<file path="config.mk">
export PLATFORM = sky130hd
export DESIGN_NAME = ysyx_220053_mc_sequencer
export DESIGN_NICKNAME = d
export VERILOG_FILES = /design/src/rtl/ysyx_220053_pkg.sv /design/src/rtl/ysyx_220053_wait_timer.sv /design/src/rtl/ysyx_220053_mc_sequencer.sv
export SDC_FILE = /design/constraint.sdc
export NUM_CORES = 1
export LEC_CHECK = 0
export CAP_MARGIN = 20
export CELL_PAD_IN_SITES_DETAIL_PLACEMENT = 0
export CELL_PAD_IN_SITES_GLOBAL_PLACEMENT = 1
export CORE_MARGIN = 1
export CORE_UTILIZATION = 40
export CTS_CLUSTER_DIAMETER = 60
export DETAILED_ROUTE_END_ITERATION = 6
export GPL_TIMING_DRIVEN = 0
export PLACE_DENSITY = 0.88
export SLEW_MARGIN = 0
export SYNTH_ARGS = -nofsm -noshare
export SYNTH_HDL_FRONTEND = slang
export SYNTH_HIERARCHICAL = 1
export SYNTH_SLANG_ARGS = --single-unit
</file>
<file path="constraint.sdc">
create_clock -name clk -period 2.85 [get_ports clk]
set_clock_uncertainty 0.15 [all_clocks]
set_input_delay 0.57 -clock clk [delete_from_list [all_inputs] [get_ports clk]]
set_output_delay 0.57 -clock clk [all_outputs]
set_load 0.1 [all_outputs]
</file>
<file path="src/rtl/ysyx_220053_pkg.sv">
// Shared state encoding and halt reasons for the multi-cycle sequencer.
package ysyx_220053_pkg;

  typedef enum logic [2:0] {
    FETCH  = 3'd0,
    DECODE = 3'd1,
    EXEC   = 3'd2,
    MEM    = 3'd3,
    WB     = 3'd4,
    HALT   = 3'd5
  } state_t;

  localparam logic [1:0] HALT_EBREAK  = 2'd0;
  localparam logic [1:0] HALT_ILLEGAL = 2'd1;
  localparam logic [1:0] HALT_TIMEOUT = 2'd2;

endpackage

</file>
<file path="src/rtl/ysyx_220053_wait_timer.sv">
// Handshake wait counter: counts req-without-ack cycles, flags the cycle that would reach TIMEOUT.
// expired is combinational on en so an ack in that same cycle still wins.
module ysyx_220053_wait_timer #(
  parameter int TIMEOUT = 255
) (
  input  logic clk,
  input  logic rst_n,
  input  logic clr,
  input  logic en,
  output logic expired
);

  localparam int W = $clog2(TIMEOUT + 1);

  if (TIMEOUT < 1) begin : g_bad_timeout
    $error("TIMEOUT must be at least 1");
  end

  logic [W-1:0] cnt;

  always_ff @(posedge clk or negedge rst_n) begin
    if (!rst_n) begin
      cnt <= '0;
    end else if (clr) begin
      cnt <= '0;
    end else if (en) begin
      cnt <= cnt + 1'b1;
    end
  end

  assign expired = en && (cnt == W'(TIMEOUT - 1));

endmodule

</file>
<file path="src/rtl/ysyx_220053_mc_sequencer.sv">
// Multi-cycle FETCH/DECODE/EXEC/MEM/WB sequencer: 4 cycles per ALU op, +waits on memory handshakes.
// req held until ack; a handshake stalled for TIMEOUT cycles halts the core.
module ysyx_220053_mc_sequencer
  import ysyx_220053_pkg::*;
#(
  parameter logic [31:0] RESET_PC = 32'h8000_0000,
  parameter int          TIMEOUT  = 255,
  parameter int          CNT_W    = 64
) (
  input  logic             clk,
  input  logic             rst_n,
  output logic             imem_req,
  input  logic             imem_ack,
  output logic             ir_we,
  input  logic             dec_wen,
  input  logic             dec_load,
  input  logic             dec_store,
  input  logic             dec_ebreak,
  input  logic             dec_illegal,
  output logic             dmem_req,
  output logic             dmem_we,
  input  logic             dmem_ack,
  output logic             rf_wen,
  output logic             pc_we,
  output logic             halted,
  output logic [1:0]       halt_code,
  output logic [CNT_W-1:0] cycle_cnt,
  output logic [CNT_W-1:0] instret_cnt
);

  // The PC register lives in the datapath; only its alignment matters here.
  if (RESET_PC[1:0] != 2'b00) begin : g_bad_reset_pc
    $error("RESET_PC must be word aligned");
  end

  state_t     state, state_nxt;
  logic [1:0] code_q, code_nxt;
  logic       wen_q, store_q;
  logic       retire;
  logic       wait_en, wait_clr, wait_expired;

  assign imem_req  = (state == FETCH);
  assign dmem_req  = (state == MEM);
  assign dmem_we   = dmem_req & store_q;
  assign ir_we     = imem_req & imem_ack;
  assign pc_we     = (state == WB);
  assign rf_wen    = pc_we & wen_q & ~store_q;
  assign halted    = (state == HALT);
  assign halt_code = code_q;

  assign wait_en  = (imem_req & ~imem_ack) | (dmem_req & ~dmem_ack);
  assign wait_clr = (state_nxt != state);

  ysyx_220053_wait_timer #(
    .TIMEOUT(TIMEOUT)
  ) u_wait_timer (
    .clk    (clk),
    .rst_n  (rst_n),
    .clr    (wait_clr),
    .en     (wait_en),
    .expired(wait_expired)
  );

  always_comb begin
    state_nxt = state;
    code_nxt  = code_q;
    retire    = 1'b0;
    case (state)
      FETCH: begin
        if (imem_ack) begin
          state_nxt = DECODE;
        end else if (wait_expired) begin
          state_nxt = HALT;
          code_nxt  = HALT_TIMEOUT;
        end
      end
      DECODE: begin
        if (dec_illegal) begin
          state_nxt = HALT;
          code_nxt  = HALT_ILLEGAL;
        end else if (dec_ebreak) begin
          // ebreak counts as retired even though it never reaches WB
          state_nxt = HALT;
          code_nxt  = HALT_EBREAK;
          retire    = 1'b1;
        end else if (dec_load || dec_store) begin
          state_nxt = MEM;
        end else begin
          state_nxt = EXEC;
        end
      end
      EXEC: state_nxt = WB;
      MEM: begin
        if (dmem_ack) begin
          state_nxt = WB;
        end else if (wait_expired) begin
          state_nxt = HALT;
          code_nxt  = HALT_TIMEOUT;
        end
      end
      WB: begin
        state_nxt = FETCH;
        retire    = 1'b1;
      end
      HALT:    state_nxt = HALT;
      default: state_nxt = FETCH;
    endcase
  end

  always_ff @(posedge clk or negedge rst_n) begin
    if (!rst_n) begin
      state       <= FETCH;
      code_q      <= HALT_EBREAK;
      wen_q       <= 1'b0;
      store_q     <= 1'b0;
      cycle_cnt   <= '0;
      instret_cnt <= '0;
    end else begin
      state  <= state_nxt;
      code_q <= code_nxt;
      if (state == DECODE) begin
        wen_q   <= dec_wen;
        store_q <= dec_store;
      end
      if (state != HALT) begin
        cycle_cnt <= cycle_cnt + CNT_W'(1);
      end
      if (retire) begin
        instret_cnt <= instret_cnt + CNT_W'(1);
      end
    end
  end

endmodule

</file>
# After elaboration in Yosys (flattened, before gate mapping)
# Index checks and enable logic that the tools add are counted.
[op_classes] add_sub_neg=3 n_eq_ne=11 mux=18 bitwise_logic=10 n_reduce_logical=6
[op_table] op="64-bit by 1-bit adder with 64-bit output, second input constant" count=2
[op_table] op="8-bit two-way mux" count=2
[op_table] op="3-bit two-way mux" count=5
[op_table] op="3-bit one-hot mux with 5 select lines" count=1
[op_table] op="2-bit two-way mux" count=5
[op_table] op="8-bit by 1-bit adder with 8-bit output, second input constant" count=1
[op_table] op="8-bit equality test, second input constant" count=1
[op_table] op="1-bit AND" count=6
[op_table] op="3-bit by 2-bit equality test with 1-bit output, second input constant" count=2
[op_table] op="3-bit equality test, second input constant" count=2
[op_table] op="3-bit != test, second input constant" count=2
[op_table] op="2-bit one-hot mux with 3 select lines" count=1
[op_table] op="2-bit != test, second input constant" count=2
[op_table] op="4-bit AND reduction" count=1
[op_table] op="3-bit by 1-bit equality test with 1-bit output, second input constant" count=1
[op_table] op="3-bit zero test" count=1
[op_table] op="1-bit two-way mux" count=3
[op_table] op="3-bit != test" count=1
[op_table] op="1-bit NOT" count=3
[op_table] op="3-bit nonzero test" count=1
[op_table] op="1-bit one-hot mux with 2 select lines" count=1
[op_table] op="2-bit nonzero test" count=1
[op_table] op="1-bit logical AND" count=1
[op_table] op="1-bit logical OR" count=1
[op_table] op="1-bit OR" count=1
[totals] register_bits=143 out_inout_bits=137 wordCells=55

# Depth between registers and ports, before layout
[depth] ltp_word=9 mapped_depth=13 mapped_depth_nobuf=11

# By module
# Netlist, hierarchy kept.
[by_module_without_submodules] module="ysyx_220053_mc_sequencer" instances=1 cells_each=614 area_each_um2=6523.8
[by_module_without_submodules] module="ysyx_220053_wait_timer" instances=1 cells_each=41 area_each_um2=411.6

# Least setup slack after synthesis
# No wires, ideal clock.
[synth_timing] kind="register to output" startpoint="register state[1]" endpoint="output port ir_we" arrival_ns=2.993 slack_ns=-0.863 stages_incl_launch_ff=6 cell_sequence="dfrtp_1 > clkbuf_1 > nor2_1 > inv_1 > nor2_1 > and2_1"
[synth_via] elab_chain_cells=2
[synth_rtl] element="start, declared" line="ysyx_220053_mc_sequencer.sv:36" source="state_t state, state_nxt;"
[synth_rtl] element="start signal, assigned" line="ysyx_220053_mc_sequencer.sv:119" source="state <= state_nxt;"
[synth_rtl] element="3-bit zero test" line="ysyx_220053_mc_sequencer.sv:42" source="assign imem_req = (state == FETCH);"
[synth_rtl] element="net imem_req" line="ysyx_220053_mc_sequencer.sv:12" source="output logic imem_req,"
[synth_rtl] element="1-bit AND" line="ysyx_220053_mc_sequencer.sv:45" source="assign ir_we = imem_req & imem_ack;"
[synth_rtl] element="end, declared" line="ysyx_220053_mc_sequencer.sv:14" source="output logic ir_we,"
# The timed path passes the listed nets, and every way through them passes these cells.

# Worst setup path in the final report
[layout_timing] startpoint="register cycle_cnt[15]" endpoint="output port cycle_cnt[15]"
[layout_rtl] element="start, declared" line="ysyx_220053_mc_sequencer.sv:27" source="output logic [CNT_W-1:0] cycle_cnt,"
[layout_rtl] element="start signal, assigned" line="ysyx_220053_mc_sequencer.sv:126" source="cycle_cnt <= cycle_cnt + CNT_W'(1);"
# No word-level cell between the ends.

==> reports/summary.txt <==
Post-synth EDFFs -> 0
Final worst path period share -> 98.1%
Root Driver -> clkbuf_16
FP Rows -> 47
Worst vdd ir -> 0.770 mV
Yosys warning count -> 6
Static Leak -> 4.11 nW
Wire per inst -> 15.5 um
Net Count, Synth -> 668
Design Area, Final -> 9300 sq um
Largest net degree at the start of global routing -> 75
Tmin final -> 2.80 ns
Fraction of registers with async set or reset after synthesis -> 100%
1st-iter DRT viols -> 256
Crit-path cells -> clkdlybuf4s50_1
Reg2Reg Depth -> 12
Final Power -> 6.45 mW
Required @ worst endpoint -> 2.13 ns
DRT met1 WL -> 7.70 mm
Clk pin slew, worst setup/hold paths -> 0.06 ns
Ys flop type -> dfrtp_1
Critical Path End Type -> output pin
Synth top area cells -> dfrtp_1 (52%), xor2_1 (9.2%), xnor2_1 (7.2%)
Data arrival time of the worst path -> 2.08 ns
Critical path origin -> cycle_cnt[15]
CTS Buf Count -> 17
Layout cells sized above 1 -> 10.6%
Final nets -> 833
Critical path's slowest cell -> clkdlybuf4s50_1
Cell variety after synth -> 53
Max layer used -> met4
Initial antenna violation count -> 0
Fin. max-slew vios -> 0
Setup violations, final -> 0
Total gr overflow -> 0
First-pass GRT wire length -> 27.4 mm
Worst reg2reg path startpoint -> state[1]
Final Util -> 55.5%
Number of synthesized register bits -> 143
Status -> complete, but fails checks
Vias in the first global route -> 5,310
Synth Cell Area -> 6940 sq um
WL met2 -> 7.80 mm
GRT Overall Usage -> 19.2%
Area share of the largest cell type after synthesis -> 51.6%
FF-to-FF setup slack -> 0.27 ns
CTS sink count -> 143
CP Class -> reg -> out
Routed length on met3 -> 639 um
Port Buffers -> 145
Syn-to-layout area delta -> 34.2%
CTS max path bufs -> 2
Reg2Reg Capture Point -> state[2]
Final hold violations -> 3
Synth top cells by count -> dfrtp_1 (143), nand2_1 (73), xor2_1 (73), xnor2_1 (57), nor2_1 (51)
Placed cells -> 1,021
Max-slew headroom -> 31.5%
Fin cells -> 1,053
Starting density of the core -> 41.4%
Placed cell area -> 8710 sq um
Worst min path class -> in -> async
Die height -> 134 um
Crit path buf inv count -> 1
Largest stage delay on the critical path -> 1.18 ns
CTS tree -> built
Number of H-tree levels -> 4
Failing checks -> hold timing
Seq/Total Area, Yosys -> 51.6%
DP Worst Slack -> -0.287 ns
Final hold slack -> -0.00451 ns
Slew @ Worst Pin -> 1.02 ns
Core Footprint -> 16,800 sq um
Syn_area_per_cell -> 10.6 sq um
Total I/O pin count -> 146
Most frequent cell after synthesis -> dfrtp_1
# DRC -> 0
Chip Width -> 134 um
Die Footprint -> 17,900 sq um
Final worst setup slack -> 0.0538 ns
Max Fclk -> 0.358 GHz
Total negative slack -> 0 ns
ANT cells -> 0
RSZ-0062 raised after global routing -> no
Worst Path Max Fanout -> 6
Post-DP HPWL -> 11.7 mm
Gate family responsible for the most delay along the worst path -> buffers and inverters
Latest clock arrival within the worst-skew pair -> 0.42 ns
Maxcap violations -> 0
GPL Wtd Cong -> 0.747
Power density over the cells -> 693 nW/um^2
Syn Inst Count -> 655
Routed Antenna Nets -> 0
Initial DRT Pass Iterations -> 4
CP startpoint kind -> register
Routed vias/inst -> 5.20
Vias -> 5,477
Area leader, netlist -> dfrtp_1
Total Wirelength -> 16.3 mm
==> report_power, final <==
group	switching [mW]	internal, mW
clock	0.863	1.24
combinational	1.47	0.475
sequential	0.217	2.18
total	2.55	3.90
==> layout by cell type, fill, tap and decap left out, types with 6 or more instances in the layout <==
cell and instances:
nor2_1 47, xnor2_1 57, dfrtp_1 143, nor4_1 28, nor3_1 28, nand4_1 42, xor2_1 73, clkbuf_16 17
nand3_1 36, and3_1 9, nand2_1 73, nand2b_1 6, dlymetal6s2s_1 7, clkdlybuf4s50_1 130, or3_1 6, and4_1 7
inv_1 15, o21ai_0 8
==> routing by layer <==
metal / track usage, % / vias up
li1: - / 2639
met1: 26.2 / 2723
met2: 29.9 / 104
met3: 4.91 / 11
met4: 6.31 / 0
met5: 0 / -
==> flip-flops by register name, summed over array words and instances, names as in the netlist <==
register,cells
u_wait_timer/cnt,8
store_q,1
halt_code,2
instret_cnt,64
wen_q,1
state,3
cycle_cnt,64
==> area by class of cell <==
| class | count | area (sq um) |
|---|---|---|
| fill | 1513 | 7460 |
| sequential | 143 | 3580 |
| multi-input combinational | 487 | 3290 |
| timing repair buffer | 146 | 1490 |
| clock buffer | 19 | 453 |
| tap | 220 | 275 |
| clock inverter | 13 | 114 |
| inverter | 16 | 60.1 |
| buffer | 9 | 46.3 |
==> worst max path at each step <==
stage	to	slack, ns	cells past startpoint
finish	cycle_cnt[15]	0.05	1
floorplan	instret_cnt[57]	0.007	5
global route	cycle_cnt[15]	0.002	1
CTS	instret_cnt[31]	0.02	1
global placement	cycle_cnt[14]	-4.82	1
detailed placement	ir_we	-0.29	3
==> repair_timing <==
| item | 4_1_cts | 5_1_grt |
|---|---|---|
| gates resized for setup | 28 | 14 |
| gates cloned | 0 | 0 |
| buffers inserted | 0 | 0 |
| hold buffers | 0 | 0 |
| endpoints found under the setup margin | 17 | 23 |
| endpoints found under the hold margin | 0 | 0 |
==> cells by family after synthesis <==
| kind of cell | after synthesis | share of synthesized area [%] |
|---|---|---|
| adder cells (fa/ha/maj) | 4 | 0.722 |
| buffers and inverters | 25 | 1.48 |
| AO/OA/AOI/OAI | 25 | 2.71 |
| AND/OR/NAND/NOR | 325 | 26.6 |
| multiplexers | 3 | 0.487 |
| XOR/XNOR | 130 | 16.4 |
| flip-flops | 143 | 51.6 |
Power figures use the tool's default switching activity.
